## config.mk

```make
export PLATFORM = sky130hd
export DESIGN_NAME = led_chaser_param
export DESIGN_NICKNAME = d
export VERILOG_FILES = /design/src/rtl/led_chaser_param.sv
export SDC_FILE = /design/constraint.sdc
export NUM_CORES = 1
export LEC_CHECK = 0
export CORE_AREA = 2 2 61 63
export CTS_CLUSTER_DIAMETER = 200
export DETAILED_ROUTE_END_ITERATION = 6
export DIE_AREA = 0 0 63 65
export PLACE_DENSITY = 0.6
export SETUP_SLACK_MARGIN = 0.4
export SYNTH_ARGS = -nofsm -noshare
export SYNTH_HDL_FRONTEND = slang
export SYNTH_SLANG_ARGS = --single-unit
```

## constraint.sdc

```tcl
create_clock -name clk -period 1.52 [get_ports clk]
set_input_delay 0.228 -clock clk [delete_from_list [all_inputs] [get_ports clk]]
set_output_delay 0.228 -clock clk [all_outputs]
set_load 0.1 [all_outputs]
```

## src/rtl/led_chaser_param.sv

```systemverilog
// Parametrised LED chaser: steps a WIDTH-bit LED bank through one of four
// patterns, paced by a DIV-cycle prescaler, with a registered end-of-period pulse.
module led_chaser_param #(
   parameter int WIDTH = 8,
   parameter int DIV   = 1
) (
   input  logic             clk,
   input  logic             reset,
   input  logic             SS,
   input  logic [1:0]       mode,
   output logic [WIDTH-1:0] out,
   output logic             wrap
);

   localparam int CW = (DIV > 1) ? $clog2(DIV) : 1;
   localparam logic [CW-1:0]    LAST = CW'(DIV - 1);
   localparam logic [WIDTH-1:0] MSB  = {1'b1, {(WIDTH-1){1'b0}}};
   localparam logic [WIDTH-1:0] LSB  = {{(WIDTH-1){1'b0}}, 1'b1};
   localparam logic [WIDTH-1:0] ONES = '1;

   typedef enum logic [1:0] {
      FILL_RIGHT = 2'd0,
      FILL_LEFT  = 2'd1,
      BOUNCE     = 2'd2,
      FILL_DRAIN = 2'd3
   } pattern_t;

   pattern_t          mode_q;
   logic [CW-1:0]     div_cnt;
   logic              dir;
   logic              drain;

   logic [WIDTH-1:0]  nxt_out;
   logic              nxt_dir;
   logic              nxt_drain;
   logic              nxt_wrap;
   logic              step;

   assign step = SS && (div_cnt == LAST);

   // Next pattern value assuming a step happens this cycle.
   always_comb begin
      nxt_out   = out;
      nxt_dir   = dir;
      nxt_drain = drain;
      nxt_wrap  = 1'b0;
      case (mode_q)
         FILL_RIGHT: begin
            if (out == ONES) begin
               nxt_out  = '0;
               nxt_wrap = 1'b1;
            end else begin
               nxt_out = (out >> 1) | MSB;
            end
         end
         FILL_LEFT: begin
            if (out == ONES) begin
               nxt_out  = '0;
               nxt_wrap = 1'b1;
            end else begin
               nxt_out = (out << 1) | LSB;
            end
         end
         BOUNCE: begin
            if (out == '0) begin
               nxt_out = MSB;
               nxt_dir = 1'b0;
            end else if (!dir) begin
               nxt_out = out >> 1;
               if (out[1]) nxt_dir = 1'b1;
            end else begin
               nxt_out = out << 1;
               if (out[WIDTH-2]) begin
                  nxt_dir  = 1'b0;
                  nxt_wrap = 1'b1;
               end
            end
         end
         FILL_DRAIN: begin
            // The phase flag, not the pattern, decides fill versus drain.
            if (drain) begin
               nxt_out = out >> 1;
               if (out == LSB) begin
                  nxt_drain = 1'b0;
                  nxt_wrap  = 1'b1;
               end
            end else if (out == ONES) begin
               nxt_out   = out >> 1;
               nxt_drain = 1'b1;
            end else begin
               nxt_out = (out >> 1) | MSB;
            end
         end
      endcase
   end

   // A mode change clears everything and outranks a pending step.
   always_ff @(posedge clk or negedge reset) begin
      if (!reset) begin
         mode_q  <= FILL_RIGHT;
         div_cnt <= '0;
         dir     <= 1'b0;
         drain   <= 1'b0;
         out     <= '0;
         wrap    <= 1'b0;
      end else if (mode != mode_q) begin
         mode_q  <= pattern_t'(mode);
         div_cnt <= '0;
         dir     <= 1'b0;
         drain   <= 1'b0;
         out     <= '0;
         wrap    <= 1'b0;
      end else if (step) begin
         div_cnt <= '0;
         dir     <= nxt_dir;
         drain   <= nxt_drain;
         out     <= nxt_out;
         wrap    <= nxt_wrap;
      end else begin
         if (SS) div_cnt <= div_cnt + CW'(1);
         wrap <= 1'b0;
      end
   end

endmodule

```

After elaboration in Yosys (flattened, before gate mapping) --
Cells that the tools add are included.
Cells by class: muxes and demuxes 33, reduce and logical (&&, ||, !) cells 10, equal/unequal tests 6, $add $sub $neg 1, bitwise gates (word level) 1
Operators with widths (number):
- $mux 8 | 8
- $pmux 8 s4 | 1
- $mux 1 | 23
- $eq 8x1->1 const B | 1
- $eq 8x8->1 const B | 1
- $logic_not 8->1 | 1
- $reduce_bool 2->1 | 3
- $eq 2x2->1 const B | 2
- $reduce_and 2->1 | 2
- $pmux 1 s3 | 1
- $reduce_bool 3->1 | 1
- $eq 2x1->1 const B | 1
- $logic_not 2->1 | 1
- $ne 2x2->1 | 1
- $reduce_or 2->1 | 1
- $add 1x1->1 const B | 1
- $logic_and 1x1->1 | 1
- $not 1->1 | 1
Word-level totals: output and inout bits 9, logic and storage cells 57, register bits 14

Longest topological paths before layout --
Gate-level depths: netlist (run 1).
depth after elaboration 6, depth in mapped cells 6, depth with buffers taken out 5

Worst setup path before layout (run 1) --
No wires, ideal clock.
path type register -> register, start point register out[1], end point register out[5], setup slack -0.812 ns, data arrival time 2.210 ns, setup time 0.122 ns, clock period less this slack 2.332 ns, cell stages (with the launch flop) 7, required time 1.398 ns, path through dfrtp_1 > buf_4 > nand4_1 > nor2_4 > nor2_2 > a221o_1 > a32o_1
Between the ends: word-level cells in the longest chain between the ends 5, elaborated cells on any way between the ends 8, those cells by class 1 x eq/ne; 6 x mux; 1 x reduce/logical
Ends and longest elaborated chain:
- from (decl) | RTL line 11 | output logic [WIDTH-1:0] out,
- from (signal assigned) | RTL line 117 | out <= nxt_out;
- $eq 8x8->1 or $logic_not 8->1 (tied branches) | RTL line 49, 57, 65
- $mux 8, on equally long branches | RTL line 57, 49, 65
- $pmux 8 s4 (*) | RTL line 47 | case (mode_q)
- $mux 8 (*) | RTL line 113 | end else if (step) begin
- $mux 8 (*) | RTL line 106 | end else if (mode != mode_q) begin
Every way passes the cells marked *; elsewhere a longest branch is shown, timed or not. The select of a mux whose other input is x is not followed. A chain may end at the register's enable or synchronous reset.

Final worst setup path (run 1) --
start point register out[5], end point register out[2]
The elaborated chain is that of the path after synthesis.

==> impl_summary.txt, run 1 <==
----------------------------------------------------
[Status]
  Result of the run ... finished, violations left
  Violated checks ... setup timing

[Synth]
  Primary FF master, synth ... dfrtp_1
  Yosys cell types ... 41
  Top cells by area in the synthesized netlist ... dfrtp_1 35%, nand2_1 6.4%, a21oi_1 5.5%
  Fraction of synthesis flops using an asynchronous set or reset pin ... 1.000
  Flops & latches, synth ... 14
  Portion of synthesized cell area occupied by the leading cell type ... 0.3522
  Number of nets produced by synthesis ... 124
  Total standard cell area after synthesis ... 994.7 um^2
  Mean post-synth cell area ... 8.359 um^2
  Total of warnings raised by yosys ... 0
  Post-synth top area cell ... dfrtp_1
  Number of instances in the synthesized netlist ... 119
  Number of enable flip-flop cells after synthesis ... 0
  Sequential element share of the synthesized area ... 0.3522

[STA]
  Final worst-path cycle share ... 1.181
  Final setup fails ... 10
  Unrepaired setup endpoints after global routing ... true
  Fin crit period ... 1.796 ns
  Worst clock skew ... 0.001344 ns
  Worst-margin pin slew ... 0.3462 ns
  Pins over their slew limit ... 0
  Final count of hold timing violations ... 0
  Rel. slew slack ... 0.7688
  Min setup slack post-route ... -0.2755 ns
  Achievable Freq ... 556.9 MHz

[Die]
  Floorplan die area ... 4095 um^2
  Die boundary height ... 65 um
  Count of pins on the block boundary ... 14
  Die outline width ... 63 um
  Initial standard-cell utilization of the core ... 0.2845
  CORE AREA ... 3496 um^2
  Number of placement rows ... 22

[Place]
  HPWL reported at the end of detailed placement ... 2.404 mm
  Number of port buffers ... 13
  Placed cell count ... 201
  Final weighted congestion in routability-driven placement ... 0.9252

[Routing]
  First DRT Iteration DRCs ... 44
  Vias after detailed routing ... 1124
  Number of vias per cell after detailed routing ... 5.132
  Post-route DRC ... 0
  1st-pass router iterations ... 4
  Mean routed wirelength per cell ... 15.29 um
  Total Wirelength ... 3.348 mm
  Remaining antenna violation count after routing ... 0

[Layout]
  ANT cells ... 0
  Finished Core Util ... 0.5054
  Layout cells sized above 1 ... 0.5556
  Multi-input combinational cell area ... 646.9 um^2
  Final nets ... 177
  Final-layout fill cell count ... 333
  Count of non-filler cells in the finished layout ... 219
  Syn-to-layout area delta ... 77.61%
  Combined flip-flop and latch cell area ... 382.9 um^2

[Critical path]
  Critical path class ... flop to flop
  Reg-to-reg setup timing slack ... -0.28 ns
  Cell type of the slowest stage on the worst timing path ... or4_4
  Worst Reg-to-Reg Cells ... 4
  Cells along the critical path ... or4_4, or2_4, a221oi_2, o31ai_1
  FF-to-FF End ... out[2]
  Required @ worst endpoint ... 1.69 ns
  Crit-path leading delay family ... simple AND/OR/NAND/NOR gates
  Startpoint of the worst-slack reg-to-reg timing path ... out[5]
  Critical-path maximum fanout ... 3
  Crit path capture type ... flop
  Startpoint kind of the worst setup timing path ... flop
  Arrival time worst endpoint ... 1.97 ns
  Largest incremental delay on the critical path ... 0.58 ns
  Buffering stage count on the worst path with inverters included ... 0

[Global route]
  Maximum number of pins on one net before global-route repair ... 15
  Number of global-route vias before repair ... 1087
  Number of antenna violations at the first check in global routing ... 0
  Met1 track demand over resource ... 0.2167
  Layer with the highest usage ... met2
  Global routing usage summed across all routing layers ... 0.1731
  First-pass GRT wire length ... 5.444 mm
  Final global-route overflow total ... 0
  Met2 usage in global routing ... 0.2952
  Met3 Usage GRT ... 0.04167

[Job]
  Count of max-cap constraint violations ... 0

[Clock tree]
  Number of clock sinks ... 14
  Clk pin slew, worst setup/hold paths ... 0.09 ns
  Number of buffers added by the clock tree synthesis step ... 3
  Root buf cell ... clkbuf_4
  Clock insertion delay at the later pin of the skew report ... 0.29 ns
  Clock H-tree levels ... 1
  TritonCTS clock tree ... built
  Buffer depth of the longest clock path ... 2
  Hold buffers post-CTS ... 0

[Power and ir drop]
  Total net switching power ... 321.3 uW
  Static power due to leakage ... 0.7254 nW
  Internal portion of total power ... 688.6 uW
  Maximum VDD drop ... 410.3 uV
  Sequential power share ... 0.392
  Clock share of power ... 0.274
  Share of total power in combinational logic ... 0.334
  Switching share of power ... 0.3182
  Power density over cell area ... 571.6 nW/um^2

[Hold path]
  Type of the tightest min-delay check ... input port to asynchronous set/reset pin

----------------------------------------------------
-- cell usage after synthesis (3+ instances only) --
| cell | instances |
|---|---|
| nor2_1 | 8 |
| nor2b_1 | 3 |
| nand4_1 | 4 |
| a21oi_1 | 11 |
| o21ai_0 | 8 |
| nor3_1 | 4 |
| nand2_1 | 17 |
| dfrtp_1 | 14 |
-- per-stage QoR --
step                      area (um^2)  setup slack, ns  power [mW]  hold WS, ns  TNS, ns
after detailed placement         1464          -0.2576      0.6587       0.5411   -1.770
after floorplan                  1037          -0.4462      0.5518     -0.06759   -3.402
after CTS                        1613          -0.2583      0.9556       0.2331   -1.617
after global routing             1767          -0.3105       1.061       0.2469   -2.596
after global placement           1464          -0.2532      0.6585       0.5421   -1.714
final                            1767          -0.2755       1.010       0.2368   -1.903
-- what timing repair did --
action / CTS / global route
resized for setup: 16 / 27
buffers inserted: 8 / 6
setup endpoints to repair: 20 / 21
pin swaps: 8 / 12
-- cell families after synthesis --
group,share of synthesized area
AND/OR/NAND/NOR,0.2566
AO/OA/AOI/OAI,0.2792
flip-flops,0.3522
buffers and inverters,0.09434
XOR/XNOR,0.01761
-- power groups by stage --
stage	Sequential (mW)	Combinational (mW)	Clock, mW
6_report	0.396	0.337	0.277
2_1_floorplan	0.443	0.109	0
3_3_place_gp	0.402	0.257	0
5_1_grt	0.397	0.358	0.306
4_1_cts	0.395	0.280	0.281
3_5_place_dp	0.402	0.256	0
-- metal layers --
metal | routed length (um) | vias to the layer above
li1 | - | 543
met1 | 1394 | 531
met2 | 1710 | 46
met3 | 193 | 4
met4 | 48 | 0
met5 | 0 | -
-- worst max-delay path by stage --
stage / from / to / slack (ns) / depth (start not counted)
after floorplan: out[3] / out[2] / -0.45 / 5
after CTS: out[6] / out[2] / -0.26 / 4
after detailed placement: out[3] / out[2] / -0.26 / 4
after global placement: out[3] / out[4] / -0.25 / 5
final: out[5] / out[2] / -0.28 / 4
after global routing: out[7] / out[4] / -0.31 / 5
-- sequential cells by signal, summed over array words and instances (netlist names) --
signal   count
dir          1
div_cnt      1
drain        1
mode_q       2
out          8
wrap         1
-- final cells by class --
type                            count  area share
Clock buffer                        4     0.02054
Timing Repair Buffer               59      0.3584
Multi-Input combinational cell     92      0.3661
Tap cell                           48     0.03399
Sequential cell                    14      0.2167
Inverter                            2    0.004249
-- layout by cell type (no fill, tap or decap), types with 2 or more instances in the layout --
cell type        Yosys  final
a211oi_2             0      2
a21oi_1             11     11
a221oi_2             1      3
a31oi_1              2      2
a32oi_1              2      2
buf_12               0      9
buf_4                2     30
buf_6                2     14
buf_8                0      2
clkbuf_4             0      3
clkdlybuf4s50_1      0      4
dfrtp_1             14      4
dfrtp_2              0      2
dfrtp_4              0      8
inv_1                2      2
nand2_1             17     14
nand2_2              0      2
nand2b_1             2      2
nand4_1              4      4
nor2_1               8      5
nor2_2               2      4
nor2_4               1      2
nor2b_1              3      3
nor3_1               4      3
o21ai_0              8      4
o21ai_1              2      5
o31ai_1              2      2
or2b_2               2      2
or4_4                1      2
xnor2_2              0      2
Note: power is estimated with default switching activity, not from simulation.
==> run 2, diff against run 1 <==
--- a/config.mk
+++ b/config.mk
@@ -5,6 +5,7 @@
 export SDC_FILE = /design/constraint.sdc
 export NUM_CORES = 1
 export LEC_CHECK = 0
+export ABC_CLOCK_PERIOD_IN_PS = 1520
 export CORE_AREA = 2 2 61 63
 export CTS_CLUSTER_DIAMETER = 200
 export DETAILED_ROUTE_END_ITERATION = 6
==> results of run 2 <==
Same layout as run 1: the final DEF is identical, and so are final timing and power.
